$ cat config.mk
export PLATFORM = sky130hd
export DESIGN_NAME = sprite_regs
export DESIGN_NICKNAME = d
export VERILOG_FILES = /design/src/rtl/sprite_pkg.sv /design/src/rtl/sprite_commit_fsm.sv /design/src/rtl/sprite_regs.sv
export SDC_FILE = /design/constraint.sdc
export NUM_CORES = 1
export LEC_CHECK = 0
export BUFFER_PORTS_ARGS = -buffer_cell sky130_fd_sc_hd__buf_2
export CORE_MARGIN = 2
export CORE_UTILIZATION = 30
export CTS_CLUSTER_SIZE = 14
export DETAILED_ROUTE_END_ITERATION = 8
export GPL_ROUTABILITY_DRIVEN = 0
export GPL_TIMING_DRIVEN = 0
export HOLD_SLACK_MARGIN = 0.06
export PLACE_DENSITY = 0.46
export SLEW_MARGIN = 15
export SYNTH_ARGS = -nofsm -noshare
export SYNTH_HDL_FRONTEND = slang
export SYNTH_SLANG_ARGS = --single-unit
export TNS_END_PERCENT = 30
$ cat constraint.sdc
create_clock -name clk -period 3.2 [get_ports clk]
set_input_delay 0.64 -clock clk [delete_from_list [all_inputs] [get_ports clk]]
set_output_delay 0.64 -clock clk [all_outputs]
set_load 0.05 [all_outputs]
$ cat src/rtl/sprite_pkg.sv
// Shared definitions for the sprite attribute register file: command codes,
// commit state encoding and the per-sprite attribute record.
package sprite_pkg;

    localparam logic [3:0] CMD_NOP     = 4'h0;
    localparam logic [3:0] CMD_SELECT  = 4'h1;
    localparam logic [3:0] CMD_SET_X   = 4'h2;
    localparam logic [3:0] CMD_SET_Y   = 4'h3;
    localparam logic [3:0] CMD_SET_EN  = 4'h4;
    localparam logic [3:0] CMD_SET_IMG = 4'h5;
    localparam logic [3:0] CMD_COMMIT  = 4'hF;

    typedef enum logic [1:0] {
        IDLE,
        ARMED,
        COPY
    } commit_state_e;

    typedef struct packed {
        logic [9:0] x;
        logic [9:0] y;
        logic       en;
        logic [3:0] img;
    } sprite_attr_t;

endpackage

$ cat src/rtl/sprite_commit_fsm.sv
// Commit sequencer: waits for a vblank rising edge after COMMIT, then walks
// cidx over every sprite slot, one copy per cycle.
module sprite_commit_fsm
    import sprite_pkg::*;
#(
    parameter  int unsigned NUM_SPRITES = 8,
    localparam int unsigned IDX_W       = $clog2(NUM_SPRITES)
) (
    input  logic             clk,
    input  logic             rst_n,
    input  logic             commit,
    input  logic             vblank,
    output logic             copy_we,
    output logic [IDX_W-1:0] cidx,
    output logic             commit_pending,
    output logic             copy_busy
);

    localparam logic [IDX_W-1:0] LAST_IDX = IDX_W'(NUM_SPRITES - 1);

    commit_state_e state;
    logic          rearm;
    logic          vblank_q;

    always_ff @(posedge clk) begin
        if (!rst_n) begin
            state    <= IDLE;
            cidx     <= '0;
            rearm    <= 1'b0;
            vblank_q <= 1'b0;
        end else begin
            vblank_q <= vblank;
            case (state)
                IDLE: begin
                    if (commit) state <= ARMED;
                end
                ARMED: begin
                    if (vblank && !vblank_q) begin
                        state <= COPY;
                        cidx  <= '0;
                    end
                end
                COPY: begin
                    cidx <= cidx + 1'b1;
                    if (cidx == LAST_IDX) begin
                        // A COMMIT landing on the final copy cycle still re-arms.
                        state <= (rearm || commit) ? ARMED : IDLE;
                        rearm <= 1'b0;
                    end else if (commit) begin
                        rearm <= 1'b1;
                    end
                end
                default: state <= IDLE;
            endcase
        end
    end

    assign copy_we        = (state == COPY);
    assign copy_busy      = (state == COPY);
    assign commit_pending = (state != IDLE) || rearm;

endmodule

$ cat src/rtl/sprite_regs.sv
// Sprite attribute register file: shadow table written by commands, copied to
// the active table during vblank. Optional SPRITE_REGS_AUTOINC_EN advances sel after SET_IMG.
module sprite_regs
    import sprite_pkg::*;
#(
    parameter  int unsigned NUM_SPRITES = 8,
    localparam int unsigned IDX_W       = $clog2(NUM_SPRITES)
) (
    input  logic             clk,
    input  logic             rst_n,
    input  logic             in_write,
    input  logic [3:0]       in_command,
    input  logic [9:0]       in_data,
    input  logic             vblank,
    input  logic [IDX_W-1:0] rd_idx,
    output logic [9:0]       rd_x,
    output logic [9:0]       rd_y,
    output logic             rd_en,
    output logic [3:0]       rd_img,
    output logic             commit_pending,
    output logic             copy_busy
);

    sprite_attr_t     shadow [NUM_SPRITES];
    sprite_attr_t     active [NUM_SPRITES];
    sprite_attr_t     rd_q;
    logic [IDX_W-1:0] sel;
    logic [IDX_W-1:0] cidx;
    logic             copy_we;
    logic             commit;

    assign commit = in_write && (in_command == CMD_COMMIT);

    sprite_commit_fsm #(
        .NUM_SPRITES(NUM_SPRITES)
    ) u_commit_fsm (
        .clk           (clk),
        .rst_n         (rst_n),
        .commit        (commit),
        .vblank        (vblank),
        .copy_we       (copy_we),
        .cidx          (cidx),
        .commit_pending(commit_pending),
        .copy_busy     (copy_busy)
    );

    always_ff @(posedge clk) begin
        if (!rst_n) begin
            sel <= '0;
            for (int unsigned i = 0; i < NUM_SPRITES; i++) shadow[i] <= '0;
        end else if (in_write) begin
            case (in_command)
                CMD_SELECT: sel            <= in_data[IDX_W-1:0];
                CMD_SET_X:  shadow[sel].x  <= in_data;
                CMD_SET_Y:  shadow[sel].y  <= in_data;
                CMD_SET_EN: shadow[sel].en <= in_data[0];
                CMD_SET_IMG: begin
                    shadow[sel].img <= in_data[3:0];
`ifdef SPRITE_REGS_AUTOINC_EN
                    sel <= sel + 1'b1;
`endif
                end
                CMD_NOP, CMD_COMMIT: ;
                default: ;
            endcase
        end
    end

    // Copy reads shadow before this edge's write lands, so a same-index write stays shadow-only.
    always_ff @(posedge clk) begin
        if (!rst_n) begin
            for (int unsigned i = 0; i < NUM_SPRITES; i++) active[i] <= '0;
        end else if (copy_we) begin
            active[cidx] <= shadow[cidx];
        end
    end

    always_ff @(posedge clk) begin
        if (!rst_n) rd_q <= '0;
        else        rd_q <= active[rd_idx];
    end

    assign rd_x   = rd_q.x;
    assign rd_y   = rd_q.y;
    assign rd_en  = rd_q.en;
    assign rd_img = rd_q.img;

endmodule

# Word level (Yosys, flattened, before mapping)
# Memory sizes are Yosys's and may differ from the RTL's. A register that Yosys moved wholly into a read port is not among the register bits.
# Index checks and enable logic that the tools add are counted.
# classes
n_addsub	1
multipliers	0
div	0
magnitude_cmp	0
eq_ne	12
n_shift	0
muxes	37
bitwise	0
reduce_logical	16
# op_table
cell	n
$mux 25	2
$reduce_or 25->1	2
$mux 1	24
$mux 3	5
$eq 4x2->1 const B	2
$eq 4x3->1 const B	2
$mux 2	3
$ne 2x1->1 const B	3
$pmux 2 s3	1
$pmux 3 s2	1
$reduce_and 2->1	3
$reduce_bool 2->1	3
$eq 4x1->1 const B	1
$eq 4x4->1 const B	1
$mux 4	1
$add 3x1->3 const B	1
$eq 3x3->1 const B	1
$reduce_and 3->1	1
$eq 2x1->1 const B	1
$eq 2x2->1 const B	1
$logic_and 1x1->1	2
$logic_not 1->1	2
$logic_not 2->1	1
$logic_or 1x1->1	2
# word_totals
ff_bits	10
latch_bits	0
ramBits	400
romBits	0
out_inout_bits	27
elab_cells	73
mem_count	2
# mem_list
name	words	width	read_ports	rd_clocked_by_memory_dff	wr	line_no	rtl
active	8	25	1	1	8	sprite_regs.sv:25	sprite_attr_t active [NUM_SPRITES];
shadow	8	25	1	1	8	sprite_regs.sv:24	sprite_attr_t shadow [NUM_SPRITES];

# Longest topological paths before layout
# logic_depth
ltp_word	7
ltp_mapped	6
depth_no_buf	5

# Cells and area by module
# Synthesis repeated with hierarchy kept, for this count alone.
# hier_totals
hier_cells	1347
hier_area_um2	19637.6
# modules_own_cells
mod	instances	cells_per_inst	area_each_um2
sprite_regs	1	1316	19312.3
sprite_commit_fsm	1	31	325.3

# Worst setup path before layout
# No wires, ideal clock.
# synth_timing
path_type	input-to-reg
startpoint	input in_command[2]
endpoint	memory shadow[3][10] in the netlist's numbering, enable pin
setup_time_ps	391
t_arrival_ps	2172
required_time_ps	2809
path_slack_ps	637
cell_stages	5
n_path_buf	2
cell_sequence	clkbuf_1 > nor2b_1 > nand3_1 > clkbuf_1 > o21ai_0
# synth_lines
element	line_no	rtl
from (decl)	sprite_regs.sv:12	input logic [3:0] in_command,
to (decl)	sprite_regs.sv:24	

# Worst setup path in the final report
# layout_timing
startpoint	register u_commit_fsm.state[1]
endpoint	output copy_busy
# layout_via
elab_chain_len	1
# layout_rtl
element	line_no	rtl
from (decl)	sprite_commit_fsm.sv:21	commit_state_e state;
from (signal assigned)	sprite_commit_fsm.sv:47	state <= (rearm || commit) ? ARMED : IDLE;
$eq 2x2->1	sprite_commit_fsm.sv:59	assign copy_busy = (state == COPY);
to (decl)	sprite_regs.sv:21	output logic copy_busy
# Every way passes these cells.

==> reports/qor.yml <==
logic_synthesis:
  syn_avg_cell_area_sq_um: 14.04
  synth.area.mux_share: 0.1294
  synth_cell_types: 49
  yosys_most_used_dff: "sky130_fd_sc_hd__edfxtp_1"
  synth-simple-area-share: 0.1329
  mappedNetlistNets: 1372
  synth-compound-area-share: 0.03422
  synth-seq-area-share: 0.6744
  mappedNetlistArea_sq_um: 18940
  synth_xor_xnor_area_share: 0
  yosysWarningCount: 0
  synth_fa_ha_area_frac: 0.001321
  synth-async-reset-ratio: 0
  edff_count_synth: 400
  yosys_register_bits: 438
  netlist_instances: 1349
  main_combinational_cell_family_by_area_after_synthesis: "simple AND/OR/NAND/NOR gates"
critical_path:
  worst-path-max-fanout: 10
  worst_r2r_startpoint: "u_commit_fsm.cidx[1]$_SDFFE_PN0N_"
  criticalPathCategory: "flip-flop to primary output"
  crit_start: "u_commit_fsm.state[1]$_SDFFE_PN0P_"
  critical_path_required_ns: 2.56
  worstSetupStartpointType: "flip-flop"
  worst_r2r_path_depth: 6
  crit_path_end_kind: "primary output"
  cp_data_arrival_time_ns: 1.98
floorplanning:
  coreArea_sq_um: 62740
  dieWidth_um: 255.3
  initial_core_util: 0.3019
  placement_rows: 92
  io-pin-count: 48
  fp.dieArea_sq_um: 65150
  die_height_um: 255.3
finish:
  num_antenna_cells: 0
  final_layout_size_suffix_gt1_frac: 0.1943
  fin_nets: 1486
  fin_util: 0.3522
  area.growth.synth_to_final_pct: 16.67
  layout_commonest_cell: "sky130_fd_sc_hd__edfxtp_1"
  filler_cell_count: 6161
  stdcell_count: 2349
  layout.cells.most_common_list: "400 x sky130_fd_sc_hd__edfxtp_1, 229 x sky130_fd_sc_hd__nor2_1, 202 x sky130_fd_sc_hd__nor3_1"
pwr:
  vdd_ir_drop_max_uv: 325.3
  leakage_uw: 0.007458
  pwr_density_cell_nw_per_um2: 577.1
  p_comb_frac: 0.057
  power.share.sequential: 0.507
  switchingPower_uw: 2832
  power_frac_clock: 0.435
  design_power_total_uw: 12750
  cellInternalPower_uw: 9920
  p_sw_frac: 0.2221
cts:
  clock-root-buffer: "sky130_fd_sc_hd__clkbuf_16"
  post_cts_hold_buffer_count: 0
  cts_buffers: 50
  htree_levels: 2
  cts.repair_timing.setup_buffer_count: 0
  cts_resized: 0
  worst_skew_pair.late_latency_ns: 0.60
  cts.clk_slew.worst_paths_ns: 0.06
  tritoncts: "built"
  numClockSinks: 438
  clock_tree.buffer_depth: 3
detailed_routing:
  drt_pre_antenna_iters: 5
  drt_wl_total_um: 54840
  drtIter0Drc: 809
  viasPerCell: 4.961
  number_of_antenna_violating_nets_in_the_routed_design: 0
  wl_per_cell_um: 23.35
  drc_errors: 0
  route.vias.total: 11650
grt:
  grt_pass1_wl_um: 80210
  grt_pass1_vias: 11860
  grt_antenna_before_repair: 0
  largest_net_degree_at_the_start_of_global_routing: 19
  globalRoute.totalOverflow: 0
  globalRouteTotalUtil: 0.1723
sta:
  unrepaired_setup_endpoints_after_global_routing: "no"
  report.final.hold_viol_count: 0
  fin_skew_ns: 0.01708
  tightest_slew_ns: 0.9636
  fmax_ghz: 0.3810
  finalCriticalPeriod_ns: 2.625
  final-setup-viol-count: 0
  maxSlewViolCount: 0
  fin_crit_sh: 0.8202
  worst_slew_margin_relative_to_its_limit: 0.3576
placed_design:
  placed_cells: 2257
  buffer_ports.inserted: 38
  hpwl_um: 38750
min_path:
  timing.hold.worst_path_depth: 2
  hold_path_class: "input pin to flip-flop"
  startpoint_of_the_worst_hold_path: "vblank"
job:
  cap_violations: 0
run_status:
  run_status: "finished, final reports clean"
[flip-flops by register name, indices dropped and copies added (netlist names), named ones only]
signal,count
active,200
rd_en,1
rd_img,4
rd_x,10
rd_y,10
sel,3
shadow,200
u_commit_fsm.cidx,3
u_commit_fsm.rearm,1
u_commit_fsm.state,2
u_commit_fsm.vblank_q,1
[kinds of logic (layout without fill, tap and decap cells)]
family                     count (synthesis)  in the layout
adders and majority gates                  2              2
AOI/OAI and AO/OA                         97             97
DFF                                      438            438
buffers and inverters                    105            259
muxes                                    176            176
and+or+nand+nor                          531            531
[cell type report]
class / instances / area (sq um) / area share
well taps: 846 / 1059 / 0.04791
clock inverters: 13 / 85.08 / 0.003851
clock buffers: 79 / 1493 / 0.06756
plain buffers: 102 / 514.2 / 0.02327
repair buffers: 62 / 500.5 / 0.02265
multi-input cells: 806 / 5660 / 0.2562
flip-flops and latches: 438 / 12770 / 0.5781
inverters: 3 / 11.26 / 0.0005097
[metrics by stage]
stage	hold slack, ns	setup WS [ns]	TNS, ns	cell area (sq um)
floorplan	0.5121	0.6375	0	18940
global placement	0.5363	-0.6351	-107.88	20190
detailed placement	0.5356	0.1700	0	20520
CTS	0.3140	0.5620	0	22090
global route	0.3226	0.4564	0	22090
finish	0.3297	0.5753	0	22090
[final timing paths]
| kind | end | slack (ns) |
|---|---|---|
| worst max register to register | active[5][12]$_SDFFCE_PN0P_ | 0.71 |
| worst min register to register | u_commit_fsm.rearm$_SDFFE_PN0P_ | 0.56 |
| worst max-delay path | copy_busy | 0.58 |
| worst min-delay path | u_commit_fsm.vblank_q$_SDFF_PN0_ | 0.33 |
[critical path: stages, from the launching register on]
cell                       delay (ns)
sky130_fd_sc_hd__dfxtp_1         0.38
sky130_fd_sc_hd__buf_2           0.26
sky130_fd_sc_hd__nand2b_1        0.18
sky130_fd_sc_hd__inv_1           0.24
sky130_fd_sc_hd__buf_2           0.32
[cell usage after synthesis, types with 8 or more instances]
cell type	count	area, sq um
sky130_fd_sc_hd__nand3b_1	8	60.06
sky130_fd_sc_hd__a22o_1	25	219.0
sky130_fd_sc_hd__o21ai_0	37	185.2
sky130_fd_sc_hd__clkbuf_1	54	202.7
sky130_fd_sc_hd__nand2_1	43	161.4
sky130_fd_sc_hd__edfxtp_1	400	12010
sky130_fd_sc_hd__buf_6	11	123.9
sky130_fd_sc_hd__o22ai_1	24	150.1
sky130_fd_sc_hd__nor3_1	202	1011
sky130_fd_sc_hd__buf_2	26	130.1
sky130_fd_sc_hd__mux2i_1	76	760.7
sky130_fd_sc_hd__mux2_2	50	563.0
sky130_fd_sc_hd__mux4_2	50	1126
sky130_fd_sc_hd__dfxtp_1	38	760.7
sky130_fd_sc_hd__nor2_1	229	859.6
[per-layer routing]
metal / up-vias / part of all wire / global-route usage
met3: 68 / 0.047 / 0.02787
met2: 314 / 0.47 / 0.2837
met4: 0 / 0.023 / 0.04595
met1: 5901 / 0.46 / 0.2364
li1: 5370 / - / -
met5: - / 0 / 0
[power groups by stage]
stage | clock network (uW) | registers (uW) | logic, uW
floorplan | 0 | 6660 | 378
global placement | 0 | 6600 | 691
detailed placement | 0 | 6590 | 740
CTS | 5660 | 6470 | 741
global route | 5890 | 6490 | 782
finish | 5550 | 6470 | 731
Note: power is estimated with default switching activity, not from simulation.
